File: config.mk
export PLATFORM = sky130hd
export DESIGN_NAME = pulse_sequencer
export DESIGN_NICKNAME = d
export VERILOG_FILES = /design/src/rtl/pulse_sequencer.sv
export SDC_FILE = /design/constraint.sdc
export NUM_CORES = 1
export LEC_CHECK = 0
export CORE_MARGIN = 5
export CORE_UTILIZATION = 50
export CTS_BUF_LIST = sky130_fd_sc_hd__clkbuf_4
export DETAILED_ROUTE_END_ITERATION = 10
export GPL_TIMING_DRIVEN = 0
export HOLD_SLACK_MARGIN = 0.1
export MAX_ROUTING_LAYER = met4
export PLACE_DENSITY = 0.74
export SLEW_MARGIN = 10
export SYNTH_ARGS = -nofsm -noshare
export SYNTH_HDL_FRONTEND = slang
export SYNTH_SLANG_ARGS = --single-unit
File: constraint.sdc
create_clock -name clk -period 16.5 [get_ports clk]
set_input_delay 3.3 -clock clk [delete_from_list [all_inputs] [get_ports clk]]
set_output_delay 3.3 -clock clk [all_outputs]
set_load 0.05 [all_outputs]
File: src/rtl/pulse_sequencer.sv
// Real-time pulse-train generator: pulse 1, then cp refocusing pulses (Hahn/CPMG),
// with a receiver-blanking gate and a per-period scope sync. All outputs registered.
module pulse_sequencer #(
  parameter int CNT_W   = 32,
  parameter int MIN_PER = 2
) (
  input  logic             clk,
  input  logic             rst,
  input  logic             run,
  input  logic [CNT_W-1:0] per,
  input  logic [CNT_W-1:0] p1wid,
  input  logic [CNT_W-1:0] del,
  input  logic [CNT_W-1:0] p2wid,
  input  logic             pu,
  input  logic [7:0]       cp,
  input  logic             bl_en,
  input  logic [15:0]      p_bl_off,
  output logic             pulse,
  output logic             blank,
  output logic             sync,
  output logic             trunc,
  output logic [7:0]       echo_cnt,
  output logic             busy
);

  typedef enum logic [2:0] {S_IDLE, S_P1, S_GAP1, S_P2, S_GAPN, S_HOLD} state_t;

  state_t           state_q, state_d;
  logic [CNT_W-1:0] cnt_q, cnt_d;
  logic [CNT_W:0]   rem_q, rem_d;
  logic [CNT_W-1:0] per_sh_q, per_sh_d, w1_sh_q, w1_sh_d, d_sh_q, d_sh_d, w2_sh_q, w2_sh_d;
  logic             pu_sh_q, pu_sh_d, bl_sh_q, bl_sh_d;
  logic [7:0]       cp_sh_q, cp_sh_d;
  logic [15:0]      off_sh_q, off_sh_d, hold_q, hold_d;
  logic             pulse_q, pulse_d, blank_q, blank_d, sync_q, sync_d;
  logic             trunc_q, trunc_d, busy_q, busy_d;
  logic [7:0]       echo_q, echo_d;

  logic             start;
  logic [CNT_W-1:0] per_eff, e_w1, e_d, e_w2;
  logic             e_pu, e_bl;
  logic [7:0]       e_cp;
  logic [15:0]      e_off;
  logic             go_p1, go_gap1, go_p2, go_after;
  logic [8:0]       jn;

  assign per_eff = (per < CNT_W'(MIN_PER)) ? CNT_W'(MIN_PER) : per;
  assign start   = (state_q == S_IDLE) || (cnt_q == per_sh_q - CNT_W'(1));

  // At k=0 the fresh inputs steer the schedule while they are being shadowed.
  assign e_w1  = start ? p1wid    : w1_sh_q;
  assign e_d   = start ? del      : d_sh_q;
  assign e_w2  = start ? p2wid    : w2_sh_q;
  assign e_pu  = start ? pu       : pu_sh_q;
  assign e_bl  = start ? bl_en    : bl_sh_q;
  assign e_cp  = start ? cp       : cp_sh_q;
  assign e_off = start ? p_bl_off : off_sh_q;

  always_comb begin
    state_d  = state_q;
    cnt_d    = cnt_q;
    rem_d    = rem_q;
    per_sh_d = per_sh_q;
    w1_sh_d  = w1_sh_q;
    d_sh_d   = d_sh_q;
    w2_sh_d  = w2_sh_q;
    pu_sh_d  = pu_sh_q;
    bl_sh_d  = bl_sh_q;
    cp_sh_d  = cp_sh_q;
    off_sh_d = off_sh_q;
    echo_d   = echo_q;
    sync_d   = 1'b0;
    trunc_d  = 1'b0;
    go_p1    = 1'b0;
    go_gap1  = 1'b0;
    go_p2    = 1'b0;
    go_after = 1'b0;
    jn       = 9'd0;

    if (start) begin
      per_sh_d = per_eff;
      w1_sh_d  = p1wid;
      d_sh_d   = del;
      w2_sh_d  = p2wid;
      pu_sh_d  = pu;
      bl_sh_d  = bl_en;
      cp_sh_d  = cp;
      off_sh_d = p_bl_off;
      cnt_d    = '0;
      sync_d   = 1'b1;
      trunc_d  = (state_q != S_IDLE) && (state_q != S_HOLD);
      echo_d   = 8'd0;
      go_p1    = 1'b1;
    end else begin
      cnt_d = cnt_q + CNT_W'(1);
      if (state_q inside {S_P1, S_GAP1, S_P2, S_GAPN}) begin
        if (rem_q > (CNT_W+1)'(1)) begin
          rem_d = rem_q - (CNT_W+1)'(1);
        end else begin
          case (state_q)
            S_P1:    go_gap1 = 1'b1;
            S_GAP1:  go_p2 = 1'b1;
            S_P2: begin
              go_after = 1'b1;
              jn       = {1'b0, echo_q} - 9'd1;
            end
            default: begin
              go_p2 = 1'b1;
              jn    = {1'b0, echo_q};
            end
          endcase
        end
      end
    end

    // Phase entry chain: zero-length phases fall through within the same cycle.
    if (go_p1) begin
      if (e_w1 != '0) begin
        state_d = S_P1;
        rem_d   = {1'b0, e_w1};
      end else begin
        go_gap1 = 1'b1;
      end
    end
    if (go_gap1) begin
      if (e_cp == 8'd0) begin
        state_d = S_HOLD;
      end else if (e_d != '0) begin
        state_d = S_GAP1;
        rem_d   = {1'b0, e_d};
      end else begin
        go_p2 = 1'b1;
        jn    = 9'd0;
      end
    end
    if (go_p2) begin
      echo_d = 8'(jn + 9'd1);
      if (e_w2 != '0) begin
        state_d = S_P2;
        rem_d   = {1'b0, e_w2};
      end else begin
        go_after = 1'b1;
      end
    end
    if (go_after) begin
      if ((jn + 9'd1) >= {1'b0, e_cp}) begin
        state_d = S_HOLD;
      end else if (e_d != '0) begin
        state_d = S_GAPN;
        rem_d   = {e_d, 1'b0};
      end else if (e_w2 == '0) begin
        state_d = S_HOLD;
        echo_d  = e_cp;
      end else begin
        state_d = S_P2;
        rem_d   = {1'b0, e_w2};
        echo_d  = 8'(jn + 9'd2);
      end
    end

    pulse_d = (state_d == S_P1) ? e_pu : (state_d == S_P2);
    busy_d  = state_d inside {S_P1, S_GAP1, S_P2, S_GAPN};

    hold_d = hold_q;
    if (pulse_q && !pulse_d && !start) begin
      hold_d = e_off;
    end else if (start) begin
      hold_d = 16'd0;
    end else if (hold_q != 16'd0) begin
      hold_d = hold_q - 16'd1;
    end
    blank_d = e_bl && (pulse_d || (hold_d != 16'd0));
  end

  always_ff @(posedge clk) begin
    if (rst) begin
      state_q  <= S_IDLE;
      cnt_q    <= '0;
      rem_q    <= '0;
      per_sh_q <= '0;
      w1_sh_q  <= '0;
      d_sh_q   <= '0;
      w2_sh_q  <= '0;
      pu_sh_q  <= 1'b0;
      bl_sh_q  <= 1'b0;
      cp_sh_q  <= 8'd0;
      off_sh_q <= 16'd0;
      hold_q   <= 16'd0;
      pulse_q  <= 1'b0;
      blank_q  <= 1'b0;
      sync_q   <= 1'b0;
      trunc_q  <= 1'b0;
      busy_q   <= 1'b0;
      echo_q   <= 8'd0;
    end else if (!run) begin
      state_q <= S_IDLE;
      cnt_q   <= '0;
      rem_q   <= '0;
      hold_q  <= 16'd0;
      pulse_q <= 1'b0;
      blank_q <= 1'b0;
      sync_q  <= 1'b0;
      trunc_q <= 1'b0;
      busy_q  <= 1'b0;
      echo_q  <= 8'd0;
    end else begin
      state_q  <= state_d;
      cnt_q    <= cnt_d;
      rem_q    <= rem_d;
      per_sh_q <= per_sh_d;
      w1_sh_q  <= w1_sh_d;
      d_sh_q   <= d_sh_d;
      w2_sh_q  <= w2_sh_d;
      pu_sh_q  <= pu_sh_d;
      bl_sh_q  <= bl_sh_d;
      cp_sh_q  <= cp_sh_d;
      off_sh_q <= off_sh_d;
      hold_q   <= hold_d;
      pulse_q  <= pulse_d;
      blank_q  <= blank_d;
      sync_q   <= sync_d;
      trunc_q  <= trunc_d;
      busy_q   <= busy_d;
      echo_q   <= echo_d;
    end
  end

  assign pulse    = pulse_q;
  assign blank    = blank_q;
  assign sync     = sync_q;
  assign trunc    = trunc_q;
  assign echo_cnt = echo_q;
  assign busy     = busy_q;

endmodule

## Word level (Yosys, flattened, before mapping)

Index checks and enable logic that the tools add are counted.

| storage, ports and cells | value |
|---|---|
| register bits | 251 |
| output and inout port bits | 13 |
| bits of input ports | 157 |

| cells by class | value |
|---|---|
| bitwise logic cells | 2 |
| $add $sub $neg | 7 |
| $lt $le $gt $ge | 3 |
| reduce and logical (&&, ||, !) cells | 25 |
| equality and inequality tests | 10 |
| mux-type cells | 70 |

Operators by type and width:

| cell | count |
|---|---|
| $mux 33 | 14 |
| $mux 32 | 4 |
| $reduce_bool 32->1 | 3 |
| $mux 16 | 4 |
| $mux 8 | 7 |
| $mux 9 | 6 |
| $gt 33x1->1 const B | 1 |
| $mux 3 | 11 |
| $sub 33x1->33 const B | 1 |
| $add 32x1->32 const B | 1 |
| $eq 32x32->1 | 1 |
| $logic_not 32->1 | 1 |
| $lt 32x2->1 const B | 1 |
| $reduce_bool 16->1 | 2 |
| $sub 32x1->32 const B | 1 |
| $mux 1 | 23 |
| $pmux 9 s2 | 1 |
| $sub 16x1->16 const B | 1 |
| $eq 3x2->1 const B | 4 |
| $add 9x1->9 const B | 1 |
| $ge 9x8->1 | 1 |
| $sub 8x1->9 const B | 1 |
| $add 8x2->8 const B | 1 |
| $logic_not 8->1 | 1 |
| other kinds (13) | 25 |

## Logic depth before layout (Yosys ltp)

| depth | value |
|---|---|
| depth in word-level cells | 22 |
| mapped depth | 35 |
| mapped depth without buffers | 28 |

## Least setup slack after synthesis

OpenSTA, ideal clock, no wires.

| timing path | value |
|---|---|
| path kind | flip-flop to flip-flop |
| start point | reg per_sh_q[0] |
| end point | reg hold_q[10] |
| path buffers | 8 |
| stages on the path, launching flop included | 36 |
| data arrival time | 6,604 ps |
| path slack | 9,824 ps |
| required time | 16,428 ps |
| clock period less this slack | 6,676 ps |
| cells stage by stage | dfxtp_1 > buf_2 > inv_1 > ha_1 > buf_2 > or3b_1 > clkbuf_1 > nor2_1 > nand3_1 > a211o_1 > o22a_1 > and2_1 > clkbuf_1 > a21oi_2 > buf_2 > buf_2 > buf_2 > and3_1 > ha_1 > nand2_1 > nor2_1 > a21o_1 > a21oi_1 > ha_1 > o2111ai_1 > o21a_1 > o21ai_0 > nor3_1 > mux2i_1 > a2111oi_0 > or3_1 > o21ai_2 > o2bb2a_4 > a211oi_4 > buf_6 > mux2i_1 |

| on the way | value |
|---|---|
| cells in the longest elaborated chain, start to end | 19 |

RTL lines:

| item | RTL line | text |
|---|---|---|
| start, declared | 31 | `logic [CNT_W-1:0] per_sh_q, per_sh_d, w1_sh_q, w1_sh_d, d_sh_q, d_sh_d, w2_sh_q, w2_sh_d;` |
| start signal, assigned | 210 | `per_sh_q <= per_sh_d;` |
| $sub 32x1->32 * | 48 | `assign start = (state_q == S_IDLE) \|\| (cnt_q == per_sh_q - CNT_W'(1));` |
| $eq 32x32->1 * | 48 |  |
| $logic_or 1x1->1 * | 48 |  |
| branches (longest 15 deep; another with $add 9x1->9) | - |  |
| $mux 16 * | 165 | `if (pulse_q && !pulse_d && !start) begin` |
| end signal, assigned | 218 | `hold_q <= hold_d;` |
| end, declared | 34 | `logic [15:0] off_sh_q, off_sh_d, hold_q, hold_d;` |

Every way passes the cells marked *.
A chain may end at the register's enable or synchronous reset.

## Final worst setup path

| timing path | value |
|---|---|
| start point | reg per_sh_q[9] |
| end point | reg rem_q[23] |

| on the way | value |
|---|---|
| cells in the longest elaborated chain, start to end | 16 |

RTL lines:

| item | RTL line | text |
|---|---|---|
| $sub 32x1->32 * | 48 |  |
| $eq 32x32->1 * | 48 |  |
| $logic_or 1x1->1 * | 48 |  |
| branches (longest 12 deep; another with $add 9x1->9) | - |  |
| $mux 33 * | 145 | `if (go_after) begin` |
| end signal, assigned | 209 | `rem_q <= rem_d;` |
| end, declared | 30 | `logic [CNT_W:0] rem_q, rem_d;` |

Marks and branches as above.

==> run summary <==
Synth Cell Area = 14500 sq um
1st-iter DRT viols = 2095
Rows = 62
register area share after synthesis = 0.302
status = complete, no violations
origin of the critical flop-to-flop path = per_sh_q[9]$_SDFFE_PP0P_
LEAKAGE = 6.68 nW
first-pass GRT wire length = 97700 um
unique cell type count in the Yosys netlist = 88
Fmax = 114 MHz
Synth Flop Type = dfxtp_1
dpl cells = 2391
Setup CP Type = flip-flop to flip-flop
Initial Utilization = 0.505
gr usage total = 0.396
Max Slew Vio Count = 0
DR vias/cell = 6.67
CP Capture Type = flip-flop
port bufs = 168
initial antenna violation count = 2
Ports = 170
Area Growth Syn to Fin = 20.2%
GR Overflow Total = 0
aggregate negative setup slack = 0 ns
number of flops mapped to enable cells by yosys = 0
total CTS buffers = 59
DR pass1 iterations = 5
CTS Hold Bufs = 0
DRT Wirelength = 66000 um
HP Class = flip-flop to flip-flop
VDD IR max = 0.0000612 V
clock latency at the later pin of the worst-skew pair = 0.75 ns
clock buffer depth = 3
RSZ-0062 raised after global routing = no
Worst Max-Slew Pin Slew = 1.23 ns
H-tree depth = 2
CTS resizes = 0
largest net degree at the start of global routing = 17
Worst EP arrival = 9.38 ns
final core occ = 0.607
# DRC = 0
clk root buf = clkbuf_4
final hold slack = 0.482 ns
gr busiest metal = met2
share of layout cells above drive strength 1 = 0.0832
period utilization = 0.534
Max Cap Violations = 0
met2 global-route usage = 0.579
Final Net Count = 2242
via count = 16683
final hold violations = 0
Hold Startpoint = pu_sh_q$_SDFFE_PP0P_
Syn Area/Cell = 7.89 sq um
Required @ worst endpoint = 17.08 ns
Worst R2R Path Depth = 26
met1 Use GR = 0.524
DP HPWL = 51500 um
die width = 180 um
met3 usage = 0.0836
Post-Synthesis Cells = 1838
Core ar. = 28700 sq um
Fin Clk Skew = 0.0615 ns
worst-path maximum fanout = 10
WL/cell = 26.4 um
fin cells = 2502
register bit total from synthesis = 219
syn_nets = 2012
die area = 32500 sq um
Min-Delay Path Depth = 1
power per cell area = 79.1 nW/um^2
setup bufs post-CTS = 0
Worst setup SP type = flip-flop
Setup-failing EPs final = 0
CP Launch Point = per_sh_q[9]$_SDFFE_PP0P_
ys async rst share = 0
Slew HR = 0.171
synth warn = 0
Post-DRT Antenna Nets = 0
CTS tree = yes
gp weighted congestion = 1.08
vias in the first global route = 15788
Sink Count = 219
Die H = 180 um
Worst-path clk slew = 0.07 ns
Period minus WS final = 8.81 ns
==> report_power, final <==
part / switching (mW) / internal (mW) / total (mW)
clock network: 0.250 / 0.240 / 0.490
logic: 0.191 / 0.120 / 0.311
registers: 0.0244 / 0.552 / 0.576
==> sequential cells by signal (all words and copies together) (netlist names), 3 cells and up <==
signal / flops
w2_sh_q: 32
cnt_q: 32
hold_q: 16
off_sh_q: 16
per_sh_q: 32
rem_q: 33
cp_sh_q: 8
echo_cnt: 8
state_q: 3
d_sh_q: 32
==> area by class of cell <==
cell class | instances | area, sq um
fill | 2648 | 11300
sequential | 219 | 4380
buffer | 137 | 611
multi-input combinational | 1461 | 9430
inverter | 21 | 78.8
clock inverter | 30 | 150
antenna | 2 | 5.00
tap | 384 | 480
clock buffer | 79 | 593
timing repair buffer | 169 | 1690
==> logic make-up after synthesis <==
| logic type | synth area share |
|---|---|
| AO/OA/AOI/OAI | 0.241 |
| adder cells (fa/ha/maj) | 0.0147 |
| XOR/XNOR | 0.0707 |
| multiplexers | 0.0547 |
| AND/OR/NAND/NOR | 0.269 |
| buffers and inverters | 0.0476 |
| flip-flops | 0.302 |
==> per-layer routing <==
layer	vias to the layer above	part of all wire
met2	1137	0.43
met4	0	0.056
li1	7388	-
met3	214	0.11
met1	7944	0.41
met5	-	0
==> worst paths after layout <==
kind / to / slack (ns)
hold / removal: pu_sh_q$_SDFFE_PP0P_ / 0.48
setup reg to reg: rem_q[23]$_SDFF_PP0_ / 7.69
setup / recovery: rem_q[23]$_SDFF_PP0_ / 7.69
hold reg to reg: pu_sh_q$_SDFFE_PP0P_ / 0.48
==> metrics by stage <==
stage | instance area (sq um) | setup slack, ns | total power, mW
floorplan | 14500 | 9.82 | 0.750
global placement | 16700 | 8.05 | 0.879
detailed placement | 16700 | 8.04 | 0.884
CTS | 17400 | 7.97 | 1.37
global route | 17400 | 7.37 | 1.43
finish | 17400 | 7.69 | 1.38
==> layout by cell type, fill, tap and decap left out, drive strengths merged, types with 26 or more instances in the layout <==
cell type | Yosys | layout
buf | 57 | 58
nor4 | 91 | 91
xnor2 | 60 | 60
nand2 | 216 | 216
clkbuf | 80 | 159
dfxtp | 219 | 219
nand3 | 71 | 71
a21oi | 92 | 92
nor2 | 149 | 149
a211oi | 39 | 39
xor2 | 57 | 57
nor3 | 70 | 70
a22o | 109 | 109
mux2i | 71 | 71
o21ai | 70 | 70
clkdlybuf4s50 | 0 | 168
clkinv | 0 | 26
nand4 | 32 | 32
==> cell usage after synthesis (22+ instances only) <==
| cell type | instances | area share |
|---|---|---|
| nor2_1 | 147 | 0.038 |
| nand4_1 | 32 | 0.014 |
| nor4_1 | 85 | 0.037 |
| dfxtp_1 | 219 | 0.30 |
| nand2_1 | 216 | 0.056 |
| clkbuf_1 | 80 | 0.021 |
| a21oi_1 | 89 | 0.031 |
| mux2i_1 | 71 | 0.049 |
| nor3_1 | 69 | 0.024 |
| or3_1 | 22 | 0.0095 |
| a22o_1 | 109 | 0.066 |
| xnor2_1 | 60 | 0.036 |
| a211oi_1 | 38 | 0.020 |
| nand3_1 | 70 | 0.024 |
| xor2_1 | 57 | 0.034 |
| and3_1 | 25 | 0.011 |
| buf_2 | 38 | 0.013 |
| o21ai_0 | 60 | 0.021 |
==> worst max-delay path, cell delays in order, from the launching register on <==
cell	delay, ns
dfxtp_1	0.31
clkbuf_1	0.21
nor4_1	0.89
nand3_1	0.35
nor4_1	0.49
mux2i_1	0.57
nand4b_4	0.16
nor4_4	0.52
a21oi_2	0.22
buf_2	0.25
buf_2	0.24
buf_2	0.27
and3_1	0.24
ha_1	0.25
o31ai_1	0.21
xnor2_1	0.15
nor2_1	0.20
ha_1	0.29
a21o_1	0.18
a21oi_1	0.15
o21a_1	0.15
o21ai_0	0.21
a31oi_1	0.48
nand3_1	0.30
nor2_1	0.55
o21ai_0	0.21
a211oi_1	0.57
Power figures use the tool's default switching activity.
